## src/rtl/riscv_pkg.sv

```systemverilog
// Shared RISC-V front-end types: datapath width, canonical NOP and
// the fetch-to-decode entry bundle.
package riscv_pkg;

    localparam int unsigned XLEN = 32;
    localparam logic [XLEN-1:0] NOP_INSTR = 32'h00000013;

    typedef struct packed {
        logic [XLEN-1:0] pc;
        logic [XLEN-1:0] instruction;
    } fetch_entry_t;

endpackage

```

## src/rtl/fetch_queue.sv

```systemverilog
// In-order fetch-to-decode decoupling queue with single-cycle flush.
// Ready/valid derive only from registered occupancy.
module fetch_queue #(
    parameter int unsigned DEPTH = 4,
    parameter int unsigned XLEN  = riscv_pkg::XLEN
) (
    input  logic                         clk,
    input  logic                         rst,
    input  logic                         in_valid_i,
    output logic                         in_ready_o,
    input  logic [XLEN-1:0]              in_pc_i,
    input  logic [XLEN-1:0]              in_instruction_i,
    input  logic                         flush_i,
    output logic                         out_valid_o,
    input  logic                         out_ready_i,
    output logic [XLEN-1:0]              out_pc_o,
    output logic [XLEN-1:0]              out_instruction_o,
    output logic [$clog2(DEPTH+1)-1:0]   count_o
);
    import riscv_pkg::*;

    localparam int unsigned PTR_W = $clog2(DEPTH);
    localparam int unsigned CNT_W = $clog2(DEPTH + 1);

    fetch_entry_t mem_q [DEPTH];

    logic [PTR_W-1:0] wr_q, wr_d;
    logic [PTR_W-1:0] rd_q, rd_d;
    logic [CNT_W-1:0] cnt_q, cnt_d;

    logic push;
    logic pop;
    fetch_entry_t head;

    assign in_ready_o  = (cnt_q != CNT_W'(DEPTH));
    assign out_valid_o = (cnt_q != '0);
    assign count_o     = cnt_q;

    assign push = in_valid_i & in_ready_o;
    assign pop  = out_valid_o & out_ready_i;

    always_comb begin
        wr_d  = wr_q;
        rd_d  = rd_q;
        cnt_d = cnt_q;
        if (flush_i) begin
            wr_d  = '0;
            rd_d  = '0;
            cnt_d = '0;
        end else begin
            if (push) wr_d = wr_q + PTR_W'(1);
            if (pop)  rd_d = rd_q + PTR_W'(1);
            unique case ({push, pop})
                2'b10:   cnt_d = cnt_q + CNT_W'(1);
                2'b01:   cnt_d = cnt_q - CNT_W'(1);
                default: cnt_d = cnt_q;
            endcase
        end
    end

    always_ff @(posedge clk) begin
        if (rst) begin
            wr_q  <= '0;
            rd_q  <= '0;
            cnt_q <= '0;
        end else begin
            wr_q  <= wr_d;
            rd_q  <= rd_d;
            cnt_q <= cnt_d;
        end
    end

    // Storage carries no reset; empty slots are masked at the output.
    always_ff @(posedge clk) begin
        if (push && !flush_i && !rst) begin
            mem_q[wr_q] <= '{pc: in_pc_i, instruction: in_instruction_i};
        end
    end

    always_comb begin
        head              = mem_q[rd_q];
        out_pc_o          = '0;
        out_instruction_o = NOP_INSTR;
        if (out_valid_o) begin
            out_pc_o          = head.pc;
            out_instruction_o = head.instruction;
        end
    end

endmodule

```

## config.mk

```make
export PLATFORM = sky130hd
export DESIGN_NAME = fetch_queue
export DESIGN_NICKNAME = d
export VERILOG_FILES = /design/src/rtl/riscv_pkg.sv /design/src/rtl/fetch_queue.sv
export SDC_FILE = /design/constraint.sdc
export NUM_CORES = 1
export LEC_CHECK = 0
export CAP_MARGIN = 0
export CELL_PAD_IN_SITES_DETAIL_PLACEMENT = 1
export CELL_PAD_IN_SITES_GLOBAL_PLACEMENT = 1
export CORE_MARGIN = 2
export CORE_UTILIZATION = 51
export CTS_CLUSTER_DIAMETER = 100
export DETAILED_ROUTE_END_ITERATION = 8
export PLACE_DENSITY_LB_ADDON = 0.08
export SLEW_MARGIN = 0
export SYNTH_ARGS = -nofsm -noshare
export SYNTH_HDL_FRONTEND = slang
export SYNTH_SLANG_ARGS = --single-unit
```

## constraint.sdc

```tcl
create_clock -name clk -period 4.6 [get_ports clk]
set_input_delay 0.69 -clock clk [delete_from_list [all_inputs] [get_ports clk]]
set_output_delay 0.69 -clock clk [all_outputs]
set_load 0.005 [all_outputs]
```

## Word level (Yosys, flattened, before mapping)

Memory sizes are Yosys's and may differ from the RTL's. A register that Yosys moved wholly into a read port is not among the register bits.
Cells that the tools add are included.

| storage, ports and cells | value |
|---|---|
| register bits | 7 |
| memory bits (writable) | 256 |
| bits of input ports | 69 |
| output and inout bits | 69 |
| word-level logic and storage cells | 27 |
| memories kept | 1 |

| operators by class | value |
|---|---|
| add/subtract/negate cells | 4 |
| equality and inequality tests | 3 |
| multiplexer cells | 7 |
| bitwise gates (word level) | 2 |
| reduce and logical (&&, ||, !) cells | 7 |

Memories:

| name | depth | width | read ports | clocked after Yosys merged registers in | write ports | line | RTL |
|---|---|---|---|---|---|---|---|
| mem_q | 4 | 64 | 1 | 1 | 1 | fetch_queue.sv:25 | `fetch_entry_t mem_q [DEPTH];` |

Operators with widths:

| cell | number |
|---|---|
| $mux 32 | 2 |
| $pmux 3 s2 | 1 |
| $add 2x1->2 const B | 2 |
| $mux 2 | 2 |
| $add 3x1->3 const B | 1 |
| $ne 3x3->1 const B | 1 |
| $reduce_bool 3->1 | 1 |
| $sub 3x1->3 const B | 1 |
| $and 1x1->1 | 2 |
| $eq 2x1->1 const B | 1 |
| $eq 2x2->1 const B | 1 |
| $logic_and 1x1->1 | 2 |
| $logic_not 1->1 | 2 |
| $mux 1 | 2 |
| $reduce_bool 2->1 | 1 |
| $reduce_or 2->1 | 1 |

## Longest topological paths before layout

Gate-level depths: netlist (run 1).

| depth | value |
|---|---|
| depth after elaboration | 6 |
| gate-level depth with buffers | 10 |
| gate-level depth less buffers | 9 |

## Least setup slack after synthesis (run 1)

No wires, ideal clock.

| timing | value |
|---|---|
| path kind | input to register |
| start | in flush_i |
| end | mem mem_q[0][0] (netlist name), enable pin |
| setup time | 429 ps |
| data arrival time | 2,601 ps |
| required time | 4,171 ps |
| path slack | 1,570 ps |
| cell stages on the path | 2 |
| path buffers | 0 |
| cell sequence | nor2_1 and3_1 |

| between the ends | value |
|---|---|
| cells in the longest elaborated chain, start to end | 5 |

Ends and longest elaborated chain:

| item | line | RTL |
|---|---|---|
| start, declared | fetch_queue.sv:13 | `input logic flush_i,` |
| $logic_not 1->1 | fetch_queue.sv:75 | `if (push && !flush_i && !rst) begin` |
| $logic_and 1x1->1 (2 in a row) | fetch_queue.sv:75 |  |
| $mux 1 | fetch_queue.sv:75 |  |
| $mux 1 (implied by the code) | fetch_queue.sv:76 | `mem_q[wr_q] <= '{pc: in_pc_i, instruction: in_instruction_i};` |
| end, declared | fetch_queue.sv:25 |  |

No other way between the ends.

==> results.cfg, run 1 <==
[detailed_routing]
wl_per_cell_um = 23.1
routed_wl_um = 20500
drt-initial-drc-count = 307
first_pass_iters = 4
drc = 0
ant_nets = 0
avgViaCountPerCell = 5.52
vias = 4905

[floorplan]
placementRows = 51
start_util = 0.521
die_area_um2 = 21100
die-width_um = 145
die_height_um = 145
ioPinCount = 138
core_area_um2 = 19500

[sta]
finalSetupViolCount = 0
finalCriticalPeriod_ns = 3.56
worstMarginPinSlew_ns = 1.06
slew_violations = 0
slew_headroom = 0.292
fin_ws_ns = 1.04
max_freq_mhz = 281
skew_ns = 0.00899
fin_crit_sh = 0.774
finalHoldViolCount = 0
setup-tns-final_ns = 0
rsz0062_at_grt = false

[layout]
syn_to_final_growth_pct = 23.7
nets = 681
fillers = 1624
drive_gt1_frac = 0.179
ff_latch_area_um2 = 7880
multi_input_area_um2 = 2150

[setup_path]
path_max_fanout = 33
path_cells = buf_4, mux4_2, and2_1, clkdlybuf4s50_1
start_kind = flip-flop
max_stage_delay_ns = 0.80
crit_buf_inv = 2
critical_path_class = reg2out
crit_arrival_ns = 2.87
crit_family = buffers and inverters
worstPathRequired_ns = 3.91
cp-end-kind = output port
critPathSlowestCell = dfxtp_4

[global_routing]
grt.total_usage = 0.202
grt_pass1_vias = 5513
grt_max_degree = 65
grt-ovfl-total = 0
grt_antenna_before_repair = 0
grt_pass1_wl_um = 32600

[synth]
synth.avg_cell_area_um2 = 22.2
yosysUniqueCellTypes = 28
postSynthCellCount = 459
syn-num-nets = 534
yosys_warnings = 0
ys_ff_latch = 265
syn_area_um2 = 10200
ys_seq_area_frac = 0.774

[pwr]
switching_share = 0.193
p_clk_frac = 0.404
seqPwrFrac = 0.540
internal_power_mw = 4.01
p_leak_nw = 3.93
pwr-share-comb = 0.056
power_density_nw_per_um2 = 395
power.switching_uw = 960
ir_drop_uv = 389

[cts]
cts_hold_buf = 0
path_clk_slew_ns = 0.06
numCtsBuffers = 27
cts_tree = done
cts_sinks = 265
cts.root.buffer_cell = clkbuf_16
clock_path_buffers = 3
h-tree-depth = 1
cts_resized = 0
insertion_delay_ns = 0.52
cts_setup_buffers = 0

[placement]
post-place-ws_ns = 1.51
dp_hpwl_um = 11400
port_buffers = 137
gp_congestion = 0.702

[worst_hold_path]
hold_path.class = reg2reg

[run]
drv_cap = 0

[status]
outcome = completed
-- worst register-to-register path, delay by kind of cell, from the launching register on --
kind | cells | cell delay (ns)
AOI/OAI and AO/OA | 1 | 0.15
xor gates and xnor gates | 1 | 0.16
adders and majority gates | 2 | 0.57
buffers and inverters | 2 | 0.82
DFF | 1 | 0.45
and+or+nand+nor | 3 | 0.81
-- synth_stat cells --
library cell	count	area [µm²]
and2_4	1	8.76
and2_1	62	388
or3_1	1	6.26
or2_1	4	25.0
buf_2	6	30.0
xor2_1	2	17.5
clkbuf_1	6	22.5
edfxtp_1	256	7690
o21ai_0	4	20.0
or3b_4	1	11.3
buf_6	8	90.1
ha_1	5	62.6
mux4_2	64	1440
or3_2	1	7.51
fa_1	1	20.0
inv_1	6	22.5
nand4_1	1	6.26
and3_1	4	25.0
o31ai_2	1	12.5
inv_2	1	3.75
nor3_2	1	10.0
clkbuf_2	1	5.00
a21oi_1	3	15.0
nand4b_1	1	8.76
mux2i_1	1	10.0
nand2_1	4	15.0
dfxtp_1	9	180
nor2_1	4	15.0
-- flip-flops by register name, indices dropped and copies added (netlist names), named ones only --
| name | cells |
|---|---|
| count_o | 3 |
| mem_q | 256 |
| wr_q | 2 |
| rd_q | 2 |
-- stage by stage --
step | utilization | cells | power [mW] | cell area (µm²) | hold WS (ns)
CTS | 0.644 | 886 | 5.02 | 12600 | 0.505
floorplan | - | 459 | 2.84 | 10200 | 0.459
global route | 0.644 | 886 | 5.12 | 12600 | 0.536
detailed placement | 0.603 | 842 | 3.02 | 11800 | 0.494
global placement | 0.603 | 842 | 3.01 | 11800 | 0.460
finish | 0.644 | 888 | 4.97 | 12600 | 0.502
-- logic make-up (layout without fill, tap and decap cells) --
kind of cell	count (synthesis)	in the layout	share of synthesized area
AND/OR/NAND/NOR	85	85	0.0518
AO/OA/AOI/OAI	8	8	0.00468
buffers and inverters	28	190	0.0171
other	0	2	0
XOR/XNOR	2	2	0.00172
flip-flops	265	265	0.774
adder cells (fa/ha/maj)	6	6	0.00812
multiplexers	65	65	0.143
-- final cells by class --
cell class                      count  share of cell area
Antenna cell                        2            0.000398
Clock buffer                       34              0.0558
Sequential cell                   265               0.626
Tap cell                          265              0.0264
Clock inverter                     10             0.00756
Inverter                            7             0.00209
Multi-Input combinational cell    166               0.171
Timing Repair Buffer              139               0.111
-- final timing paths --
check | endpoint | startpoint | cells after the start | slack, ns
worst max register to register | count_o[2] | count_o[0] | 9 | 1.57
worst min register to register | rd_q[0] | rd_q[0] | 2 | 0.50
worst max-delay path | out_pc_o[16] | flip-flop | 4 | 1.04
worst min-delay path | rd_q[0] | rd_q[0] | 2 | 0.50
-- layout by cell type (no fill, tap or decap), types with 2 or more instances in the layout --
cell type / n
o21ai_0: 4
clkbuf_16: 27
and2_1: 62
nand2_1: 4
or2_1: 4
nor2_1: 4
a21oi_1: 3
clkbuf_1: 7
bufinv_16: 2
edfxtp_1: 256
dfxtp_1: 7
clkinv_2: 4
xor2_1: 2
inv_1: 6
and3_4: 4
clkinv_1: 4
ha_1: 5
mux4_2: 64
dfxtp_4: 2
diode_2: 2
clkdlybuf4s50_1: 137
-- routing by layer --
metal	part of all wire	up-vias	global-route usage	wire, µm
met5	0	-	0	0
met4	0.027	0	0.0559	560
met3	0.053	34	0.0428	1100
met2	0.51	135	0.350	10600
met1	0.40	2575	0.263	8310
li1	-	2161	-	-
-- power by group through the flow --
stage / combinational, mW / sequential (mW) / clock [mW]
finish: 0.277 / 2.69 / 2.01
detailed placement: 0.279 / 2.74 / 0
global route: 0.301 / 2.69 / 2.14
floorplan: 0.105 / 2.73 / 0
global placement: 0.271 / 2.73 / 0
CTS: 0.282 / 2.69 / 2.05
No activity file was read; power rests on OpenSTA's default activity.
==> run 2, diff against run 1 <==
--- a/config.mk
+++ b/config.mk
@@ -9,7 +9,7 @@
 export CELL_PAD_IN_SITES_DETAIL_PLACEMENT = 1
 export CELL_PAD_IN_SITES_GLOBAL_PLACEMENT = 1
 export CORE_MARGIN = 2
-export CORE_UTILIZATION = 51
+export CORE_UTILIZATION = 47
 export CTS_CLUSTER_DIAMETER = 100
 export DETAILED_ROUTE_END_ITERATION = 8
 export PLACE_DENSITY_LB_ADDON = 0.08
==> constraint.sdc (replaced) <==
create_clock -name clk -period 3.3 [get_ports clk]
set_input_delay 0.495 -clock clk [delete_from_list [all_inputs] [get_ports clk]]
set_output_delay 0.495 -clock clk [all_outputs]
set_load 0.005 [all_outputs]
==> run 2 against run 1 <==
Register-to-register slack worse by 0.78 ns. Clock skew is 0.00061 ns lower. Combinational power is 47% higher. Cell area grew 1.7%. Flip-flop and latch count unchanged. Via count is 0.49% higher. Clock power increased by 37%. Hold slack gained 0.010 ns. Critical endpoint is now out_instruction_o[4]. Largest power group unchanged.
==> results.cfg, run 2 (same netlist as run 1, synthesis figures left out) <==
[floorplan]
start_util = 0.481
core_area_um2 = 21200
die_area_um2 = 22800
ioPinCount = 138
placementRows = 53
die-width_um = 151
die_height_um = 151

[setup_path]
worstPathRequired_ns = 2.80
start_kind = flip-flop
critical_path_class = reg2out
max_stage_delay_ns = 0.68
path_max_fanout = 33
path_cells = buf_12, mux4_2, or2_1, clkdlybuf4s50_1
crit_arrival_ns = 2.50
critPathSlowestCell = dfxtp_4
cp-end-kind = output port

[detailed_routing]
routed-wl-met3_um = 1100
wl_met2_um = 10700
drt-initial-drc-count = 252
routed.top_layer = met5
wl_per_cell_um = 22.8
first_pass_iters = 4
ant_nets = 0
met1_length_um = 8910
routed_wl_um = 21000
vias = 4929
avgViaCountPerCell = 5.36
drc = 0

[cts]
cts_sinks = 265
cts_tree = done
cts_hold_buf = 0
path_clk_slew_ns = 0.06
numCtsBuffers = 27
insertion_delay_ns = 0.52
clock_path_buffers = 3
h-tree-depth = 1
cts.root.buffer_cell = clkbuf_16
cts_resized = 0
cts_setup_buffers = 0

[sta]
rsz0062_at_grt = false
finalHoldViolCount = 0
finalSetupViolCount = 0
setup-tns-final_ns = 0
fin_crit_sh = 0.909
worstMarginPinSlew_ns = 0.555
slew_headroom = 0.629
slew_violations = 0
finalCriticalPeriod_ns = 3.00
skew_ns = 0.00838
max_freq_mhz = 333

[pwr]
power.switching_mw = 1.36
power_density_nw_per_um2 = 539
switching_share = 0.197
p_clk_frac = 0.399
p_leak_nw = 4.04
ir_drop_uv = 416
internal_power_mw = 5.53
pwr-share-comb = 0.059
seqPwrFrac = 0.542

[layout]
fillers = 1786
nets = 699
syn_to_final_growth_pct = 25.8
mostFrequentLayoutCell = edfxtp_1
drive_gt1_frac = 0.199
fin_area_um2 = 12800
final_core_util = 0.605
final_cell_mix = edfxtp_1 (256), clkdlybuf4s50_1 (137), mux4_2 (64), and2_1 (62), clkbuf_16 (27)
largest_reg_flops = 256
regMostFlops = mem_q

[global_routing]
grt_antenna_before_repair = 1
grt.total_usage = 0.191
grt-ovfl-total = 0
grt_pass1_wl_um = 32400
grt_max_degree = 40
grt_pass1_vias = 5591

[status]
outcome = completed

[placement]
dpl_cell_area_um2 = 12000
dp_hpwl_um = 13200
gp_congestion = 0.698
port_buffers = 137

[worst_hold_path]
hold_path.class = reg2reg

[run]
drv_cap = 0
## run 2: critical path, delay by kind of cell, from the launching register on
kind                   cells  cell delay [ns]
muxes                      1             0.31
DFF                        1             0.68
buffers and inverters      2             0.71
and+or+nand+nor            1             0.23
## run 2: metrics by stage
step / worst slack, ns / hold slack [ns] / instances / power, mW
after floorplan: 0.465 / 0.459 / 459 / 3.95
after global placement: 0.757 / 0.470 / 870 / 4.21
after detailed placement: 0.687 / 0.501 / 870 / 4.22
after CTS: 0.244 / 0.510 / 918 / 6.98
after global routing: 0.173 / 0.558 / 918 / 7.13
final: 0.301 / 0.512 / 919 / 6.89
## run 2: area by class of cell
cell class | count | area, µm² | share of cell area
antenna | 1 | 2.50 | 0.000196
timing repair buffer | 157 | 1610 | 0.126
multi-input combinational | 166 | 2150 | 0.168
clock inverter | 14 | 90.1 | 0.00704
inverter | 7 | 26.3 | 0.00205
clock buffer | 34 | 702 | 0.0549
tap | 275 | 344 | 0.0269
sequential | 265 | 7880 | 0.615
## run 2: metal layers
metal | global-route usage | vias to the layer above
met5 | 0 | -
met4 | 0.0369 | 2
met3 | 0.0367 | 26
met2 | 0.330 | 133
met1 | 0.258 | 2580
li1 | - | 2188
## run 2: power groups by stage
| stage | sequential (mW) | clock, mW | combinational (mW) |
|---|---|---|---|
| 6_report | 3.74 | 2.75 | 0.406 |
| 5_1_grt | 3.74 | 2.95 | 0.440 |
| 4_1_cts | 3.74 | 2.83 | 0.415 |
| 3_5_place_dp | 3.81 | 0 | 0.412 |
| 3_3_place_gp | 3.81 | 0 | 0.403 |
| 2_1_floorplan | 3.81 | 0 | 0.146 |
## run 2: worst paths after layout
check	end	start	cells after the start	slack (ns)
min	wr_q[0]	wr_q[0]	2	0.51
min reg2reg	wr_q[0]	wr_q[0]	2	0.51
max reg2reg	count_o[2]	count_o[2]	9	0.79
max	out_instruction_o[4]	flip-flop	4	0.30
==> run 3, diff against run 2 <==
--- a/config.mk
+++ b/config.mk
@@ -11,8 +11,9 @@
 export CORE_MARGIN = 2
 export CORE_UTILIZATION = 47
 export CTS_CLUSTER_DIAMETER = 100
+export CTS_CLUSTER_SIZE = 14
 export DETAILED_ROUTE_END_ITERATION = 8
-export PLACE_DENSITY_LB_ADDON = 0.08
+export PLACE_DENSITY_LB_ADDON = 0.1
 export SLEW_MARGIN = 0
 export SYNTH_ARGS = -nofsm -noshare
 export SYNTH_HDL_FRONTEND = slang
==> run 3 against run 2 <==
Via count is 1.5% lower. Cell area is 1.6% lower. Critical path depth stayed put. First-iteration DRC count is 9.1% lower. Sequential power hardly changed. Clock-buffer cell count is 2 lower. Critical path type unchanged. Critical endpoint is now out_pc_o[13].
==> results.cfg, run 3 (same netlist as run 1, synthesis figures left out) <==
[status]
outcome = completed

[setup_path]
ff2ff_setup_slack_ns = 0.82
path_max_fanout = 16
cp-end-kind = output port
start_kind = flip-flop
crit_buf_inv = 2
rr_worst_depth = 9
crit_family = buffers and inverters
rr_endpoint = count_o[2]
critical_path.endpoint = out_pc_o[13]
path_cells = buf_4, mux4_2, and2_1, clkdlybuf4s50_1
max_stage_delay_ns = 0.58
critical_path_class = reg2out
worstPathRequired_ns = 2.80
crit_arrival_ns = 2.60
path_depth = 4
critPathSlowestCell = dfxtp_4
r2r_start = count_o[2]

[cts]
cts_tree = done
cts_sinks = 265
cts.root.buffer_cell = clkbuf_16
numCtsBuffers = 22
h-tree-depth = 1
insertion_delay_ns = 0.50
clock_path_buffers = 3
path_clk_slew_ns = 0.06
cts_resized = 0
cts_setup_buffers = 0
cts_hold_buf = 0

[sta]
finalHoldViolCount = 0
worstMarginPinSlew_ns = 0.584
fin_crit_sh = 0.937
finalCriticalPeriod_ns = 3.09
max_freq_mhz = 324
fin_ws_ns = 0.209
slew_headroom = 0.609
rsz0062_at_grt = false
skew_ns = 0.0109
setup-tns-final_ns = 0
finalSetupViolCount = 0
slew_violations = 0

[layout]
nets = 689
regMostFlops = mem_q
largest_reg_flops = 256
syn_to_final_growth_pct = 23.8
mostFrequentLayoutCell = edfxtp_1
fillers = 1808
final_cell_mix = edfxtp_1 (256), clkdlybuf4s50_1 (137), mux4_2 (64), and2_1 (62), clkbuf_16 (23)
drive_gt1_frac = 0.183

[global_routing]
grt_antenna_before_repair = 1
grt_max_degree = 65
grt.total_usage = 0.181
grt_pass1_vias = 5422
grt_pass1_wl_um = 30800
grt-ovfl-total = 0

[worst_hold_path]
hold_path.class = reg2reg
hold_path_depth = 2

[detailed_routing]
avgViaCountPerCell = 5.41
drt-initial-drc-count = 229
vias = 4857
routed_wl_um = 19900
ant_nets = 0
drc = 0
first_pass_iters = 6
wl_per_cell_um = 22.1

[pwr]
ir_drop_uv = 324
finalPower_mw = 6.45
p_leak_nw = 3.92
power_density_nw_per_um2 = 512

[floorplan]
ioPinCount = 138
core_area_um2 = 21200
die_height_um = 151
die_area_um2 = 22800
placementRows = 53
die-width_um = 151
start_util = 0.481

[placement]
dp_hpwl_um = 12300
post-place-ws_ns = 0.670
port_buffers = 137
gp_congestion = 0.724

[run]
drv_cap = 0
-- run 3: layer usage --
metal / GRT usage / share of wire / up-vias
met5: 0 / 0 / -
met2: 0.314 / 0.51 / 117
li1: - / - / 2159
met1: 0.240 / 0.43 / 2555
met3: 0.0325 / 0.043 / 26
met4: 0.0407 / 0.021 / 0
-- run 3: through the flow --
step                       util  hold WS, ns  instance area [µm²]  cells
after floorplan               -        0.459                10200    459
after global placement    0.566        0.462                12000    865
after detailed placement  0.566        0.480                12000    865
after CTS                 0.595        0.490                12600    897
after global routing      0.595        0.511                12600    897
final                     0.595        0.488                12600    898
-- run 3: report_power, final --
| part | internal [mW] | switching, mW | leakage (nW) |
|---|---|---|---|
| combinational | 0.231 | 0.165 | 1.24 |
| sequential | 3.72 | 0.0137 | 2.39 |
| clock | 1.27 | 1.05 | 0.294 |
-- run 3: layout make-up --
class / instances / area [µm²] / area share
multi-input combinational: 166 / 2150 / 0.170
clock buffer: 32 / 609 / 0.0484
inverter: 7 / 26.3 / 0.00209
antenna: 1 / 2.50 / 0.000199
tap: 275 / 344 / 0.0273
timing repair buffer: 152 / 1580 / 0.126
sequential: 265 / 7880 / 0.626
-- run 3: how the worst min path moves through the flow --
stage	slack, ns	start	to
floorplan	0.46	rd_q[1]	flip-flop
global placement	0.46	rd_q[1]	flip-flop
detailed placement	0.48	rd_q[1]	flip-flop
CTS	0.49	rd_q[1]	flip-flop
global route	0.51	rd_q[1]	flip-flop
finish	0.49	rd_q[1]	flip-flop
-- run 3: tightest hold or removal path, stage by stage, from the launching register on --
cell and delay, ns:
dfxtp_1 0.30, o21ai_0 0.06, a21oi_1 0.07
